--- src/rtl/cordic_host.sv ---
// Host-side sequencer for a CORDIC coprocessor: reduces and folds the angle, issues one request, fixes the sign.
// Optional WAIT timeout is enabled with `define CORDIC_HOST_TIMEOUT_EN.
module cordic_host #(
  parameter int TIMEOUT_CYC = 64
) (
  input  logic        clk,
  input  logic        rst,
  input  logic        cmd_valid,
  output logic        cmd_ready,
  input  logic [15:0] cmd_angle,
  input  logic [15:0] cmd_another,
  input  logic [3:0]  cmd_select,
  output logic        res_valid,
  input  logic        res_ready,
  output logic [15:0] res_data,
  output logic        res_err,
  output logic [15:0] cordic_angle,
  output logic [15:0] cordic_another,
  output logic [3:0]  cordic_select,
  output logic        cordic_valid,
  input  logic [15:0] cordic_out,
  input  logic        cordic_out_valid,
  output logic        busy
);
  localparam logic [2:0] S_IDLE   = 3'd0;
  localparam logic [2:0] S_REDUCE = 3'd1;
  localparam logic [2:0] S_ISSUE  = 3'd2;
  localparam logic [2:0] S_WAIT   = 3'd3;
  localparam logic [2:0] S_DONE   = 3'd4;

  logic [2:0]         state;
  logic signed [16:0] a;
  logic [15:0]        another_q;
  logic [3:0]         sel_q;
  logic               neg;
  logic [8:0]         fold_f;
  logic [1:0]         quad;
  logic               neg_c;
  logic               sel_onehot;
  logic [15:0]        neg_out;

  assign cmd_ready    = (state == S_IDLE);
  assign busy         = (state != S_IDLE);
  assign cordic_valid = (state == S_ISSUE);
  assign res_valid    = (state == S_DONE);
  assign sel_onehot   = (cmd_select != 4'd0) && ((cmd_select & (cmd_select - 4'd1)) == 4'd0);

  // Fold is only consumed once a is in 0..359, so the low 9 bits suffice.
  always_comb begin
    fold_f = 9'd0;
    quad   = 2'd0;
    if (a[8:0] <= 9'd90) begin
      fold_f = a[8:0];
      quad   = 2'd0;
    end else if (a[8:0] <= 9'd180) begin
      fold_f = 9'd180 - a[8:0];
      quad   = 2'd1;
    end else if (a[8:0] <= 9'd270) begin
      fold_f = a[8:0] - 9'd180;
      quad   = 2'd2;
    end else begin
      fold_f = 9'd360 - a[8:0];
      quad   = 2'd3;
    end
  end

  // sin negative in Q2/Q3, cos in Q1/Q2, tan in Q1/Q3
  assign neg_c   = (sel_q[0] & quad[1]) | (sel_q[1] & (quad[0] ^ quad[1])) | (sel_q[2] & quad[0]);
  assign neg_out = (cordic_out == 16'h8000) ? 16'h7fff : (~cordic_out + 16'd1);

`ifdef CORDIC_HOST_TIMEOUT_EN
  localparam int TW = $clog2(TIMEOUT_CYC + 1);
  logic [TW-1:0] tmo_cnt;
`endif

  always_ff @(posedge clk) begin
    if (rst) begin
      state          <= S_IDLE;
      a              <= '0;
      another_q      <= '0;
      sel_q          <= '0;
      neg            <= 1'b0;
      res_data       <= '0;
      res_err        <= 1'b0;
      cordic_angle   <= '0;
      cordic_another <= '0;
      cordic_select  <= '0;
`ifdef CORDIC_HOST_TIMEOUT_EN
      tmo_cnt        <= '0;
`endif
    end else begin
      case (state)
        S_IDLE: if (cmd_valid) begin
          a         <= {cmd_angle[15], cmd_angle};
          another_q <= cmd_another;
          sel_q     <= cmd_select;
          if (sel_onehot) state <= S_REDUCE;
          else begin
            res_data <= '0;
            res_err  <= 1'b1;
            state    <= S_DONE;
          end
        end
        S_REDUCE: begin
          if (sel_q[3]) begin
            cordic_angle   <= a[15:0];
            cordic_another <= another_q;
            cordic_select  <= sel_q;
            neg            <= 1'b0;
            state          <= S_ISSUE;
          end else if (a < 17'sd0) begin
            a <= a + 17'sd360;
          end else if (a >= 17'sd360) begin
            a <= a - 17'sd360;
          end else begin
            cordic_angle   <= {7'd0, fold_f};
            cordic_another <= another_q;
            cordic_select  <= sel_q;
            neg            <= neg_c;
            state          <= S_ISSUE;
          end
        end
        S_ISSUE: begin
          state <= S_WAIT;
`ifdef CORDIC_HOST_TIMEOUT_EN
          tmo_cnt <= '0;
`endif
        end
        S_WAIT: begin
          if (cordic_out_valid) begin
            res_data <= neg ? neg_out : cordic_out;
            res_err  <= 1'b0;
            state    <= S_DONE;
          end
`ifdef CORDIC_HOST_TIMEOUT_EN
          else if (tmo_cnt == TW'(TIMEOUT_CYC - 1)) begin
            res_data <= '0;
            res_err  <= 1'b1;
            state    <= S_DONE;
          end else begin
            tmo_cnt <= tmo_cnt + 1'b1;
          end
`endif
        end
        S_DONE: if (res_ready) state <= S_IDLE;
        default: state <= S_IDLE;
      endcase
    end
  end
endmodule

--- config.mk ---
export PLATFORM = sky130hd
export DESIGN_NAME = cordic_host
export DESIGN_NICKNAME = d
export VERILOG_FILES = /design/src/rtl/cordic_host.sv
export SDC_FILE = /design/constraint.sdc
export NUM_CORES = 1
export LEC_CHECK = 0
export ABC_CLOCK_PERIOD_IN_PS = 8700
export BUFFER_PORTS_ARGS = -buffer_cell sky130_fd_sc_hd__buf_2
export CORE_MARGIN = 4
export CORE_UTILIZATION = 50
export DETAILED_ROUTE_END_ITERATION = 7
export HOLD_SLACK_MARGIN = 0.08
export PLACE_DENSITY_LB_ADDON = 0.12
export SLEW_MARGIN = 20
export SYNTH_ARGS = -nofsm -noshare
export SYNTH_HDL_FRONTEND = slang
export SYNTH_SLANG_ARGS = --single-unit
--- constraint.sdc ---
create_clock -name clk -period 8.7 [get_ports clk]
set_clock_uncertainty 0.15 [all_clocks]
set_input_delay 0.87 -clock clk [delete_from_list [all_inputs] [get_ports clk]]
set_output_delay 0.87 -clock clk [all_outputs]
set_load 0.02 [all_outputs]
==> results of run 1 <==
## per-layer routing
metal  vias up  track usage [%]  wire [µm]
met5         -                0          0
li1       2460                -          -
met1      2240             30.8       6080
met2       155             34.9       5960
met3        20             5.22        780
met4         0             7.39        227
## worst reg2reg max path, stage by stage, from the launching register on
cell and delay [ns]:
dfxtp_1 0.63, inv_1 0.25, ha_1 0.30, o31ai_1 0.77, nor2_2 0.18, o21ai_2 0.36, buf_4 0.36, a211oi_1 0.14
a221oi_1 0.30
## how the worst min path moves through the flow
| stage | cells after the start | from | to |
|---|---|---|---|
| floorplan | 2 | another_q[0]$_SDFFE_PP0P_ | cordic_another[0]$_SDFFE_PP0P_ |
| global route | 2 | another_q[3]$_SDFFE_PP0P_ | cordic_another[3]$_SDFFE_PP0P_ |
| CTS | 1 | res_data[9]$_SDFFE_PP0P_ | res_data[9]$_SDFFE_PP0P_ |
| finish | 1 | res_data[9]$_SDFFE_PP0P_ | res_data[9]$_SDFFE_PP0P_ |
| detailed placement | 1 | res_data[9]$_SDFFE_PP0P_ | res_data[9]$_SDFFE_PP0P_ |
| global placement | 1 | res_data[5]$_SDFFE_PP0P_ | res_data[5]$_SDFFE_PP0P_ |
## area by class of cell
type | count | area, µm² | area share (%)
clock inverter | 6 | 75.1 | 1.31
clock buffer | 10 | 128 | 2.23
multi-input combinational | 485 | 2830 | 49.4
sequential | 94 | 1880 | 32.8
timing repair buffer | 115 | 581 | 10.1
tap | 133 | 166 | 2.90
inverter | 18 | 67.6 | 1.18
## sequential cells by signal, indices dropped and copies added (netlist names)
signal	cells
neg	1
state	3
cordic_another	16
another_q	16
res_err	1
sel_q	4
res_data	16
cordic_select	4
a	17
cordic_angle	16
## cell usage in the layout (no fill, tap or decap), types with 3 or more instances in the layout
cell      instances
nor4_1            3
nand2_1         124
nor3_1           16
clkbuf_8          9
inv_6             3
a31oi_1           5
xor2_1           11
a22oi_1          15
o32ai_1           3
o311ai_0          3
a21oi_1          78
nor2_1           45
or3_1             4
o31ai_1          11
o41ai_1           3
xnor2_1           6
nand2b_1          4
inv_1            18
a22o_1            4
a21o_1           15
or4_4             3
a211oi_1         11
or4_1             4
or2_2             3
a311oi_1          4
o21ai_0          23
buf_2           113
a211o_1           4
and2_1            3
ha_1             11
nand3_1          11
mux2i_1           5
o31a_1            5
nor4b_1           4
o22ai_1           3
nand3b_1          4
dfxtp_1          94
## metrics by stage
step           util, %  power [mW]  setup slack (ns)  instance area, µm²  hold slack (ns)
4_1_cts           58.9        1.15              5.08                5730            0.307
5_1_grt           58.9        1.22              4.69                5730            0.322
2_1_floorplan        -       0.757              5.59                4980            0.282
6_report          58.9        1.15              5.16                5730            0.302
3_5_place_dp      56.8       0.845              5.04                5530            0.284
3_3_place_gp      56.8       0.839              5.15                5520            0.280
## power groups by stage
stage | logic (mW) | registers [mW] | clock network [mW]
6_report | 0.323 | 0.515 | 0.309
5_1_grt | 0.362 | 0.523 | 0.335
4_1_cts | 0.321 | 0.514 | 0.315
3_5_place_dp | 0.320 | 0.524 | 0
3_3_place_gp | 0.315 | 0.524 | 0
2_1_floorplan | 0.263 | 0.494 | 0
## cells by family after synthesis
group,after synthesis
AO/OA/AOI/OAI,209
XOR/XNOR,17
adder cells (fa/ha/maj),11
buffers and inverters,68
flip-flops,94
multiplexers,7
AND/OR/NAND/NOR,241
==> out/results.ini, run 1 <==
[synthesis]
seq_area_frac_synth_pct = 37.8
ys_types = 63
async_flop_share_pct = 0
synth-xor-area-share_pct = 2.99
synth_area_leaders = dfxtp_1, nand2_1, a21oi_1
yosysMostFrequentCell = nand2_1
synth_compound_area_share_pct = 27.3
synthAdderAreaFrac_pct = 2.76
synth_edf_count = 0
ys_ff_latch = 94
muxShareOfSynthArea_pct = 1.46
synth_flop_cell = dfxtp_1
synthesis.nets = 715
synth_warnings = 0
synth-simple-area-share_pct = 22.2
synth_area_um2 = 4980
yosysTopAreaCell = dfxtp_1
synth_top_family_by_area = compound AO/OA/AOI/OAI gates
netlist_top_cells_count = nand2_1, dfxtp_1, a21oi_1, nor2_1, clkbuf_1
avgSynthCellArea_um2 = 7.70
synth.top_cell.area_share_pct = 37.8
synthCells = 647

[final_layout]
nFillCells = 952
layoutNonFillerInstCount = 861
antennaDiodeCount = 0
area_growth_pct = 15.0
finalNetCount = 791
drive_above_1_share_pct = 19.9

[floorplanning]
rows = 36
boundaryPins = 114
core_area_um2 = 9730
start_util_pct = 51.2
dieArea_um2 = 11600
die_y_um = 108
die_w_um = 108

[clocking]
cts_resized = 0
h-tree-depth = 3
path_clk_slew_ns = 0.10
numCtsBuffers = 9
numClockSinks = 94
cts_tree = built
cts.path.max_buffers = 2
cts_root_buffer = clkbuf_8
post_cts.repair.setup_buffers = 0
clk_latency_ns = 0.38
hold_buffers = 0

[worst_setup_path]
reg2reg_slack_ns = 5.16
critical_path_required_ns = 8.83
crit_buf_inv = 2
path_depth = 8
critPathCaptureType = flip-flop
r2r.worst_path.cells = 8
worstPathCellList = inv_1 -> ha_1 -> o31ai_1 -> nor2_2 -> o21ai_2 -> buf_4 -> a211oi_1 -> a221oi_1
max_stage_delay_ns = 0.77
setup.worst_path.class = reg2reg
cp-endpoint = cordic_angle[3]$_SDFFE_PP0P_
timing.rr.end = cordic_angle[3]$_SDFFE_PP0P_
arrival_ns = 3.67
timing.rr.start = a[4]$_SDFFE_PP0P_
critPathSlowestCell = o31ai_1
critical-path-top-delay-family = compound AO/OA/AOI/OAI gates
startpoint = a[4]$_SDFFE_PP0P_
path_max_fanout = 26
cp-start-kind = flip-flop

[drt]
viasPerCell = 5.66
drc = 0
ant_nets = 0
vias = 4875
routedWlPerCell_um = 15.1
drt_iter0_drc = 335
firstDrtPassIters = 6
finalWirelength_mm = 13.0

[grt]
grt_pass1_wl_mm = 21.1
grt_pass1_vias = 4476
antenna_found_initial = 0
grtUsageTotal_pct = 22.5
grt_max_degree = 88
grt-ovfl-total = 0

[placement]
dp_hpwl_mm = 8.99
globalplace.congestion = 0.923
dpl.cell_count = 845
port_buffers = 113

[timing]
fmax_mhz = 282
maxSlewHeadroom_pct = 32.4
fin_crit_ns = 3.54
setup-tns-final_ns = 0
rsz0062_at_grt = false
worst_pin_slew_ns = 0.989
hold_violations = 0
report.final.setup_viol = 0
timing.final.crit_share_pct = 40.7
slew_viol_final = 0

[power_and_ir_drop]
internal_power_mw = 0.722
seqPwrFrac_pct = 44.9
p_per_area_nw_per_um2 = 200
p_leak_nw = 2.39
pwr-share-comb_pct = 28.1
ir_drop_uv = 123
p_sw_mw = 0.425
swShare_pct = 37.1
clockPowerShare_pct = 26.9

[job]
maxCapViolCount = 0

[status]
outcome = completed

[hold_path]
hold_path.class = reg2reg

(Power assumes the default switching activity.)
==> run 2, diff against run 1 <==
- ABC_CLOCK_PERIOD_IN_PS: 8700 -> 3400
- clock period: 8.7 -> 3.4 ns (I/O delays scaled with it)
==> out/results.ini, run 2 (same netlist as run 1, synthesis figures left out) <==
[status]
outcome = completed

[grt]
grtUsageTotal_pct = 22.9
grt-ovfl-total = 0
antenna_found_initial = 0
grt_pass1_wl_mm = 21.7
grt_pass1_vias = 4630
grt_max_degree = 55

[worst_setup_path]
path_max_fanout = 16
critPathSlowestCell = dfxtp_1
max_stage_delay_ns = 0.67
critPathCaptureType = flip-flop
worstPathCellList = inv_1 -> ha_1 -> o31ai_1 -> buf_4 -> o31a_1 -> o21ai_0 -> a22oi_1 -> nor2_1
cp-start-kind = flip-flop
arrival_ns = 3.06
setup.worst_path.class = reg2reg
crit_buf_inv = 2
critical_path_required_ns = 3.50
critical-path-top-delay-family = compound AO/OA/AOI/OAI gates

[clocking]
h-tree-depth = 3
numClockSinks = 94
path_clk_slew_ns = 0.10
post_cts.repair.setup_buffers = 0
numCtsBuffers = 9
clk_latency_ns = 0.38
cts.path.max_buffers = 2
cts_tree = built
cts_root_buffer = clkbuf_8

[final_layout]
multi_input_area_um2 = 2830
finalNetCount = 825
regMostFlops = a
drive_above_1_share_pct = 20.3
nFillCells = 864
antennaDiodeCount = 0
layout_common_cells = nand2_1, buf_2, dfxtp_1
fin_area_um2 = 6050
final_common_cell = nand2_1
area_growth_pct = 21.4
largest_reg_flops = 17
regArea_um2 = 1880
layoutNonFillerInstCount = 895

[timing]
setup-tns-final_ns = 0
rsz0062_at_grt = false
maxSlewHeadroom_pct = 42.1
fin_crit_ns = 2.96
setup_ws_ns = 0.439
worst_pin_slew_ns = 0.869
timing.final.crit_share_pct = 87.1
hold_violations = 0
fmax_mhz = 338
slew_viol_final = 0
report.final.setup_viol = 0

[floorplanning]
core_area_um2 = 9730
die_y_um = 108
boundaryPins = 114
rows = 36
start_util_pct = 51.2
die_w_um = 108
dieArea_um2 = 11600

[power_and_ir_drop]
p_per_area_nw_per_um2 = 497
ir_drop_uv = 264
p_leak_nw = 2.55

[drt]
viasPerCell = 5.64
routedWlPerCell_um = 15.0
vias = 5049
drc = 0
drt_iter0_drc = 312
ant_nets = 0
firstDrtPassIters = 6
finalWirelength_mm = 13.4

[hold_path]
hold_path.class = in2reg

[placement]
dp_hpwl_mm = 9.24
dpl.cell_count = 856
port_buffers = 113
globalplace.congestion = 1.00
pre_cts_ws_ns = 0.489
placed_area_um2 = 5610

[job]
maxCapViolCount = 0

-- run 2: final cells by class --
type | count | share of cell area [%]
multi-input cells | 485 | 46.8
flip-flops and latches | 94 | 31.1
repair buffers | 149 | 14.8
well taps | 133 | 2.75
clock buffers | 10 | 2.28
clock inverters | 6 | 1.22
inverters | 18 | 1.12
-- run 2: final timing paths --
kind / slack (ns) / cells past startpoint / start / end
max: 0.44 / 8 / a[3]$_SDFFE_PP0P_ / a[11]$_SDFFE_PP0P_
max reg2reg: 0.44 / 8 / a[3]$_SDFFE_PP0P_ / a[11]$_SDFFE_PP0P_
min: 0.09 / 3 / cmd_select[2] / sel_q[2]$_SDFFE_PP0P_
min reg2reg: 0.30 / 1 / res_data[9]$_SDFFE_PP0P_ / res_data[9]$_SDFFE_PP0P_
-- run 2: where the power goes --
part           total (mW)  switching (mW)  internal, mW
clock               0.799           0.427         0.372
sequential           1.31           0.133          1.18
combinational       0.893           0.531         0.362
total                3.00            1.09          1.91
-- run 2: through the flow --
| stage | hold WS (ns) | total power [mW] | util [%] |
|---|---|---|---|
| finish | 0.0947 | 3.00 | 62.2 |
| detailed placement | 0.284 | 2.20 | 57.6 |
| global placement | 0.280 | 2.19 | 57.6 |
| CTS | 0.0828 | 3.02 | 62.2 |
| global route | 0.0881 | 3.17 | 62.2 |
| floorplan | 0.282 | 1.94 | - |
-- run 2: worst reg2reg max path: cells and delay by family, from the launching register on --
family	cells	cell delay (ns)
AO/OA/AOI/OAI	4	1.18
flip-flops	1	0.67
buffers and inverters	2	0.44
AND/OR/NAND/NOR	1	0.06
adder cells (fa/ha/maj)	1	0.34
-- run 2: per-layer routing --
metal	global-route usage, %	routed length [µm]
met1	29.9	6060
met2	36.6	6220
met3	5.34	867
met4	8.84	274
met5	0	0
-- run 2: what timing repair did --
item / in CTS / in global routing
hold buffers: 23 / 0
endpoints found under the hold margin: 23 / 0
gates resized for setup: 0 / 0
